<file path="config.mk">
export PLATFORM = sky130hd
export DESIGN_NAME = core_supervisor_flat
export DESIGN_NICKNAME = d
export VERILOG_FILES = /design/src/rtl/core_pkg.sv /design/src/rtl/core_supervisor_if.sv /design/src/rtl/core_supervisor_sat_counter16.sv /design/src/rtl/core_supervisor.sv /design/src/flat_wrapper.sv
export SDC_FILE = /design/constraint.sdc
export NUM_CORES = 1
export LEC_CHECK = 0
export BUFFER_PORTS_ARGS = -buffer_cell sky130_fd_sc_hd__buf_2
export CORE_UTILIZATION = 55
export DETAILED_ROUTE_END_ITERATION = 16
export HOLD_SLACK_MARGIN = 0.12
export PLACE_DENSITY = 0.8
export SYNTH_ARGS = -nofsm -noshare
export SYNTH_HDL_FRONTEND = slang
export SYNTH_SLANG_ARGS = --single-unit
export TNS_END_PERCENT = 5
</file>
<file path="constraint.sdc">
create_clock -name clock -period 4.7 [get_ports clock]
set_input_delay 0.94 -clock clock [delete_from_list [all_inputs] [get_ports clock]]
set_output_delay 0.94 -clock clock [all_outputs]
set_load 0.05 [all_outputs]
</file>
<file path="src/rtl/core_pkg.sv">
// rtl/core_pkg.sv - shared status codes and supervisor state encoding for the core run supervisor
// Contents: status_t with codes ST_HOLD/ST_RUN/ST_ACK (also decoded by the cores),
//           supervisor state localparams, sup_state_t enum, and status_for() decoder.
package core_pkg;

    typedef logic [1:0] status_t;

    localparam status_t ST_HOLD = 2'b00;
    localparam status_t ST_RUN  = 2'b01;
    localparam status_t ST_ACK  = 2'b10;

    localparam logic [2:0] SUP_IDLE  = 3'd0;
    localparam logic [2:0] SUP_RUN   = 3'd1;
    localparam logic [2:0] SUP_ACK   = 3'd2;
    localparam logic [2:0] SUP_FIN   = 3'd3;
    localparam logic [2:0] SUP_ABORT = 3'd4;

    typedef enum logic [2:0] {
        S_IDLE  = SUP_IDLE,
        S_RUN   = SUP_RUN,
        S_ACK   = SUP_ACK,
        S_FIN   = SUP_FIN,
        S_ABORT = SUP_ABORT
    } sup_state_t;

    // Broadcast code for a given state; 2'b11 is never produced.
    function automatic status_t status_for(sup_state_t s);
        case (s)
            S_RUN:   return ST_RUN;
            S_ACK:   return ST_ACK;
            default: return ST_HOLD;
        endcase
    endfunction

endpackage

</file>
<file path="src/rtl/core_supervisor_if.sv">
// rtl/core_supervisor_if.sv - host and core handshake signals of the run supervisor
// Signals: start, core_en[N], end_process[N] (into supervisor);
//          status[2], busy, done, timeout, done_mask[N], run_cycles[16] (out of supervisor).
// Modports: master = supervisor side, slave = host/core side.
interface core_supervisor_if #(
    parameter int N_CORES = 4
);
    import core_pkg::*;

    logic               start;
    logic [N_CORES-1:0] core_en;
    logic [N_CORES-1:0] end_process;
    status_t            status;
    logic               busy;
    logic               done;
    logic               timeout;
    logic [N_CORES-1:0] done_mask;
    logic [15:0]        run_cycles;

    modport master (
        input  start, core_en, end_process,
        output status, busy, done, timeout, done_mask, run_cycles
    );

    modport slave (
        output start, core_en, end_process,
        input  status, busy, done, timeout, done_mask, run_cycles
    );

endinterface

</file>
<file path="src/rtl/core_supervisor_sat_counter16.sv">
// rtl/core_supervisor_sat_counter16.sv - 16-bit up-counter with synchronous clear, saturating at 16'hFFFF
// Ports: clock, reset (async, active-high), clear, enable, count[16].
module sat_counter16 (
    input  logic        clock,
    input  logic        reset,
    input  logic        clear,
    input  logic        enable,
    output logic [15:0] count
);

    always_ff @(posedge clock or posedge reset) begin
        if (reset) begin
            count <= 16'd0;
        end else if (clear) begin
            count <= 16'd0;
        end else if (enable && (count != 16'hFFFF)) begin
            count <= count + 16'd1;
        end
    end

endmodule

</file>
<file path="src/rtl/core_supervisor.sv">
// rtl/core_supervisor.sv - multi-core run supervisor: broadcasts HOLD/RUN/ACK, collects end_process, reports done/timeout
// Ports: clock, reset (async, active-high), bus (core_supervisor_if.master).
// All outputs are registered; status/busy/done are decoded from the next state so they line up with the state.
module core_supervisor
    import core_pkg::*;
#(
    parameter int N_CORES        = 4,
    parameter int TIMEOUT_CYCLES = 65535,
    parameter int ACK_CYCLES     = 4
) (
    input  logic              clock,
    input  logic              reset,
    core_supervisor_if.master bus
);

    localparam logic [15:0] RUN_LAST = 16'(TIMEOUT_CYCLES - 1);
    localparam logic [3:0]  ACK_LAST = 4'(ACK_CYCLES - 1);

    sup_state_t         state;
    sup_state_t         next_state;
    logic [N_CORES-1:0] en_q;
    logic [N_CORES-1:0] done_mask_q;
    logic [3:0]         ack_cnt;
    logic [15:0]        run_cnt;
    logic [N_CORES-1:0] hits;
    logic               accept;
    logic               all_done;
    logic               run_limit;
    logic               ack_release;

    assign accept      = (state == S_IDLE) && bus.start;
    assign hits        = bus.end_process & en_q;
    // Includes this cycle's hits so a core finishing on the check cycle adds no latency.
    assign all_done    = ((done_mask_q | hits) == en_q);
    assign run_limit   = (run_cnt == RUN_LAST);
    assign ack_release = (ack_cnt >= ACK_LAST) && (hits == '0);

    always_comb begin
        next_state = state;
        unique case (state)
            S_IDLE: begin
                if (bus.start) begin
                    next_state = (bus.core_en == '0) ? S_FIN : S_RUN;
                end
            end
            S_RUN: begin
                // Completion takes priority over the cycle limit.
                if (all_done) begin
                    next_state = S_ACK;
                end else if (run_limit) begin
                    next_state = S_ABORT;
                end
            end
            S_ACK: begin
                if (ack_release) begin
                    next_state = S_FIN;
                end
            end
            S_FIN, S_ABORT: next_state = S_IDLE;
            default:        next_state = S_IDLE;
        endcase
    end

    always_ff @(posedge clock or posedge reset) begin
        if (reset) begin
            state       <= S_IDLE;
            bus.status  <= ST_HOLD;
            bus.busy    <= 1'b0;
            bus.done    <= 1'b0;
            bus.timeout <= 1'b0;
            done_mask_q <= '0;
            en_q        <= '0;
            ack_cnt     <= 4'd0;
        end else begin
            state      <= next_state;
            bus.status <= status_for(next_state);
            bus.busy   <= (next_state != S_IDLE);
            bus.done   <= (next_state == S_FIN);

            if (accept) begin
                en_q        <= bus.core_en;
                done_mask_q <= '0;
                bus.timeout <= 1'b0;
            end else if (state == S_RUN) begin
                done_mask_q <= done_mask_q | hits;
            end

            if (next_state == S_ABORT) begin
                bus.timeout <= 1'b1;
            end

            // Held at zero outside ACK, so it always starts from 0 on entry.
            if (state != S_ACK) begin
                ack_cnt <= 4'd0;
            end else if (ack_cnt != 4'hF) begin
                ack_cnt <= ack_cnt + 4'd1;
            end
        end
    end

    sat_counter16 u_run_cycles (
        .clock  (clock),
        .reset  (reset),
        .clear  (accept),
        .enable (state == S_RUN),
        .count  (run_cnt)
    );

    assign bus.done_mask  = done_mask_q;
    assign bus.run_cycles = run_cnt;

endmodule

</file>
<file path="src/flat_wrapper.sv">
// flat-port wrapper written by rule: the top's interface ports become plain ports
module core_supervisor_flat import core_pkg::*;
#(
    parameter int N_CORES        = 4,
    parameter int TIMEOUT_CYCLES = 65535,
    parameter int ACK_CYCLES     = 4
)
  (clock, reset, bus_start, bus_core_en, bus_end_process, bus_status, bus_busy, bus_done, bus_timeout, bus_done_mask, bus_run_cycles);
  core_supervisor_if #(.N_CORES(N_CORES)) bus_i ();
  input  logic clock;
  input  logic reset;
  input wire logic [$bits(bus_i.start)-1:0] bus_start;
  input wire logic [$bits(bus_i.core_en)-1:0] bus_core_en;
  input wire logic [$bits(bus_i.end_process)-1:0] bus_end_process;
  output wire logic [$bits(bus_i.status)-1:0] bus_status;
  output wire logic [$bits(bus_i.busy)-1:0] bus_busy;
  output wire logic [$bits(bus_i.done)-1:0] bus_done;
  output wire logic [$bits(bus_i.timeout)-1:0] bus_timeout;
  output wire logic [$bits(bus_i.done_mask)-1:0] bus_done_mask;
  output wire logic [$bits(bus_i.run_cycles)-1:0] bus_run_cycles;
  assign bus_i.start = bus_start;
  assign bus_i.core_en = bus_core_en;
  assign bus_i.end_process = bus_end_process;
  assign bus_status = bus_i.status;
  assign bus_busy = bus_i.busy;
  assign bus_done = bus_i.done;
  assign bus_timeout = bus_i.timeout;
  assign bus_done_mask = bus_i.done_mask;
  assign bus_run_cycles = bus_i.run_cycles;
  core_supervisor #(.N_CORES(N_CORES), .TIMEOUT_CYCLES(TIMEOUT_CYCLES), .ACK_CYCLES(ACK_CYCLES)) u_core (.clock(clock), .reset(reset), .bus(bus_i));
endmodule
</file>
* Word level (Yosys, flattened, before mapping)
Cells that the tools add are included.
** Storage, ports and cells
- Bits in latches :: 0
- Memories :: 0
- RAM bits :: 0
- Logic and storage cells :: 51
- Register bits :: 36
- Input bits :: 11
- ROM bits :: 0
** Operators by class
- Mux-type cells :: 15
- Bitwise logic cells :: 2
- Reduce and logical (&&, ||, !) cells :: 11
- Add/sub/neg operators :: 2
- Magnitude comparators :: 1
- Div/mod/pow operators :: 0
- Equal/unequal tests :: 11
- Multipliers :: 0
- Shift-type cells :: 0
** Operators by type and width (number)
- $mux W16 :: 2
- $add A16 B1 Y16 const B :: 1
- $eq A16 B16 Y1 const B :: 1
- $mux W4 :: 4
- $ne A16 B16 Y1 const B :: 1
- $mux W3 :: 4
- $eq A3 B2 Y1 const B :: 3
- $pmux W3 S3 :: 1
- $logic_not A4 Y1 :: 2
- $reduce_bool A2 Y1 :: 4
- $eq A3 B1 Y1 const B :: 2
- $add A4 B1 Y4 const B :: 1
- $and A4 B4 Y4 :: 1
- $eq A4 B4 Y1 :: 1
- $ge A4 B2 Y1 const B :: 1
- $ne A4 B4 Y1 const B :: 1
- $or A4 B4 Y4 :: 1
- $pmux W2 S2 :: 1
- $eq A3 B3 Y1 const B :: 1
- $logic_and A1 B1 Y1 :: 3
- $logic_not A3 Y1 :: 1
- $ne A3 B2 Y1 const B :: 1
- $reduce_bool A3 Y1 :: 1
- $mux W1 :: 2
- $mux W2 :: 1

* Longest topological paths before layout
- Word-level depth :: 7
- Gate-level depth with buffers :: 5
- Depth with buffers taken out :: 5

* By module
Synthesis repeated with hierarchy kept, for this count alone.
** Second synthesis, totals
- Cells, all modules :: 192
- Area, all modules :: 1864.3 sq um
** By module, submodules not included
- core_supervisor :: seq. area each 500.5 sq um, area each 932.1 sq um, cells an instance 91, times used 1
- sat_counter16 :: seq. area each 400.4 sq um, area each 932.1 sq um, cells an instance 101, times used 1

* Worst setup path before layout
Ideal clock, no wire load.
- Kind :: input to register
- Start :: in bus_start
- End :: reg u_core.u_run_cycles.count[4]
- Slack :: 2.491 ns
- Path buffers :: 2
- Arrival time :: 2.061 ns
- Cell stages on the path :: 5
- Setup time :: 0.148 ns
- Cells stage by stage :: or4b_2 -> clkbuf_1 -> clkbuf_1 -> o211ai_1 -> o31ai_1
** Between the ends
- Word-level cells in the longest chain between the ends :: 2
- Elaborated cells between the ends (all ways) :: 3
- Classes of those cells :: 1 x mux; 2 x reduce/logical
** RTL lines
- from (decl) :: RTL line flat_wrapper.sv:12 : input wire logic [$bits(bus_i.start)-1:0] bus_start;
- $logic_and A1 B1 Y1 * :: RTL line core_supervisor.sv:31 : assign accept = (state == S_IDLE) && bus.start;
- $mux W16 or $reduce_bool A2 Y1 (tied branches)
- to (signal assigned) :: RTL line core_supervisor_sat_counter16.sv:17 : count <= count + 16'd1;
- to (decl) :: RTL line core_supervisor_sat_counter16.sv:8 : output logic [15:0] count
Every way passes the cells marked *; elsewhere a longest branch is shown, timed or not.
A chain may end at the register's enable or synchronous reset.

* Final worst setup path
- Start :: reg u_core.u_run_cycles.count[2]
- End :: out bus_run_cycles[2]
** RTL lines
- to (decl) :: RTL line flat_wrapper.sv:20 : output wire logic [$bits(bus_i.run_cycles)-1:0] bus_run_cycles;
No word-level cell between the ends.

==> impl_metrics.yaml <==
sta:
  hold_slack_ps: 537.4
  setup_tns_ps: 0
  max-slew-margin-rel_pct: 43.38
  clock_skew_ps: 10.33
  fin_crit_sh_pct: 44.65
  layout_setup_ws_ps: 2601
  setup_violations: 0
  max_freq_mhz: 476.5
  drv_slew: 0
  rsz0062_at_grt: "no"
  min_period_ps: 2099
  worstMarginPinSlew_ps: 842.8
  hold_viol: 0
global_routing:
  met1_usage_pct: 32.91
  use_met2_pct: 44.29
  top_usage_layer: "met2"
  grt_remaining_overflow: 0
  grt_antenna_before_repair: 0
  grt_max_degree: 37
  met3_usage_pct: 4.978
  grt_pass1_wl_um: 7182
  grt_pass1_vias: 1662
  track_usage_pct: 27.04
worst_setup_path:
  slowest_stage: "dfrtp_1"
  startpoint_type: "flip-flop"
  required_ps: 3760
  crit_type: "reg2out"
  worstSetupEndpointType: "primary output"
  path_cells: "buf_2"
  timing.critical_path.fanout_max: 9
  crit_path_max_incr_delay_ps: 500
  critPathBufInv: 1
  crit_family: "flip-flops"
  critPathArrivalTime_ps: 1160
routing:
  via_per_inst: 6.155
  wire_per_inst_um: 14.74
  drt_first_iter_violations: 151
  drc: 0
  num_vias: 1711
  drt-total-wl_um: 4098
  drtAntennaViolNets: 0
  drtPass1Iterations: 4
synth:
  syn_avg_cell_area_um2: 9.526
  synth-edff-count: 0
  ys_async_sr_fraction_pct: 100.0
  yosys.area.top_type_share_pct: 48.75
  synth.distinct_cells: 44
  muxShareOfSynthArea_pct: 2.708
  synth_fa_ha_area_share_pct: 2.031
  syn_area_mm2: 0.001848
  synth_seq_cells: 36
  ys_seq_area_share_pct: 48.75
  ys_warn_count: 0
  yosys.area_share.simple_pct: 28.17
  syn-num-nets: 208
  synth_top_cell_by_area: "dfrtp_1"
  synth-xor-area-share_pct: 0.4739
  synth_top_family_by_area: "simple AND/OR/NAND/NOR gates"
  ys_top_cells_by_area: "dfrtp_1, nand2_1, nor2_1"
  synthCells: 194
  ys.flop_type: "dfrtp_1"
  synth_compound_area_share_pct: 15.57
pwr:
  power_frac_comb_pct: 42.5
  peakVddDrop_v: 0.0003869
  p_sw_mw: 0.4996
  p_leak_nw: 1.062
  seq_power_share_pct: 41.5
  power.total_mw: 1.091
  swShare_pct: 45.80
  powerDensity_mw_per_mm2: 510.8
  p_int_mw: 0.5913
  clkPwrFrac_pct: 16.0
place:
  io_buffers: 35
  placed_cells: 270
  gp_congestion: 0.8477
  dp_hpwl_um: 2896
  place_ws_ps: 2387
  placedInstanceArea_mm2: 0.002077
cts:
  clockRootBuffer: "clkbuf_4"
  clkLatencyLatePin_ps: 340
  cts_tree: "built"
  clkTransAtPathRegs_ps: 100
  cts_made_buffers: 5
  hold_buffers: 0
  post_cts_resized: 0
  cts_max_path_buffers: 2
  postCtsSetupBuffers: 0
  cts.htree.levels: 2
  clock-sinks: 36
final_layout:
  final_cell_area_mm2: 0.002136
  final_cell_count_no_fill: 278
  diodes: 0
  final_nets: 247
  num-fill-cells: 257
  area_delta_synth_final_pct: 15.57
  post-route-util_pct: 68.28
  drive_above_1_share_pct: 20.94
die:
  initial_core_util_pct: 59.08
  io_pins: 36
  die_w_um: 59.97
  die_h_um: 59.97
  std_cell_rows: 20
  die_area_mm2: 0.003596
  core_mm2: 0.003128
flow_run:
  maxCapViolCount: 0
hold_path:
  hp-class: "reg2reg"
run_status:
  status: "finished, final reports clean"
-- logic make-up after synthesis --
group / after synthesis
buffers and inverters: 11
xor gates and xnor gates: 1
adders and majority gates: 3
DFF: 36
muxes: 5
AOI/OAI and AO/OA: 41
and+or+nand+nor: 97
-- per-layer routing --
metal  up-vias  share of wire [%]
met1       832                 44
met5         -                  0
met3        10                4.1
met2        60                 50
met4         0                2.0
li1        809                  -
-- worst min-delay path: cells and delay by family (launching register included) --
family	cells	cell delay [ps]
and+or+nand+nor	1	60
DFF	1	380
AOI/OAI and AO/OA	1	70
-- sequential cells by signal (all words and copies together) (netlist names) --
signal	count
u_core.bus.timeout	1
u_core.bus.busy	1
u_core.en_q	4
u_core.bus.status	2
u_core.state	3
u_core.u_run_cycles.count	16
u_core.bus.done_mask	4
u_core.bus.done	1
u_core.ack_cnt	4
-- synth_stat cells (2+ instances only) --
cell	number
nor4_1	2
nor2_1	18
o311ai_0	2
nor3b_1	3
nand4_1	6
or3_1	2
ha_1	3
nand2_1	27
o31ai_1	3
mux2i_1	5
clkbuf_1	5
o21ai_0	6
nor3_1	8
dfrtp_1	36
a21o_1	3
inv_1	5
o211ai_1	2
a21oi_1	7
nand3_1	11
a31oi_1	6
nand2b_1	4
and4_1	3
and3_1	4
or4_1	2
a22oi_1	2
-- final cells by class --
class	count	area, µm²	area share (%)
Clock buffer	8	58.81	2.753
Inverter	5	18.77	0.8787
Multi-Input combinational cell	147	904.6	42.35
Sequential cell	36	900.9	42.18
Tap cell	44	55.05	2.578
Timing Repair Buffer	38	197.7	9.256
-- power by group through the flow --
stage | Clock [mW] | Sequential, mW | Combinational (mW)
after floorplan | 0 | 0.580 | 0.220
after global placement | 0 | 0.451 | 0.449
after detailed placement | 0 | 0.457 | 0.460
after CTS | 0.177 | 0.452 | 0.463
after global routing | 0.193 | 0.464 | 0.507
final | 0.174 | 0.453 | 0.464
-- layout by cell type, fill, tap and decap left out, types with 2 or more instances in the layout --
master,n
a21o_1,3
a21oi_1,7
a22oi_1,2
a31oi_1,6
and3_1,4
and4_1,3
buf_2,35
buf_4,3
clkbuf_1,2
clkbuf_4,5
dfrtp_1,36
ha_1,3
inv_1,5
mux2i_1,5
nand2_1,27
nand2b_1,4
nand3_1,11
nand4_1,6
nor2_1,18
nor3_1,8
nor3b_1,3
nor4_1,2
o211ai_1,2
o21ai_0,6
o311ai_0,2
o31ai_1,3
or3_1,2
or4_1,2
-- path summary, 6_finish.rpt --
check | from | slack [ps] | cells past startpoint | to
hold reg to reg | u_core.bus.timeout$_DFFE_PP0P_ | 540 | 2 | u_core.bus.timeout$_DFFE_PP0P_
setup / recovery | u_core.u_run_cycles.count[2]$_DFFE_PP0P_ | 2600 | 1 | bus_run_cycles[2]
min in group asynchronous | reset | 670 | 3 | u_core.u_run_cycles.count[3]$_DFFE_PP0P_
setup reg to reg | u_core.state[1]$_DFF_PP0_ | 2660 | 4 | u_core.u_run_cycles.count[5]$_DFFE_PP0P_
max in group asynchronous | reset | 3710 | 3 | u_core.bus.busy$_DFF_PP0_
hold / removal | u_core.bus.timeout$_DFFE_PP0P_ | 540 | 2 | u_core.bus.timeout$_DFFE_PP0P_
Power figures use the tool's default switching activity.
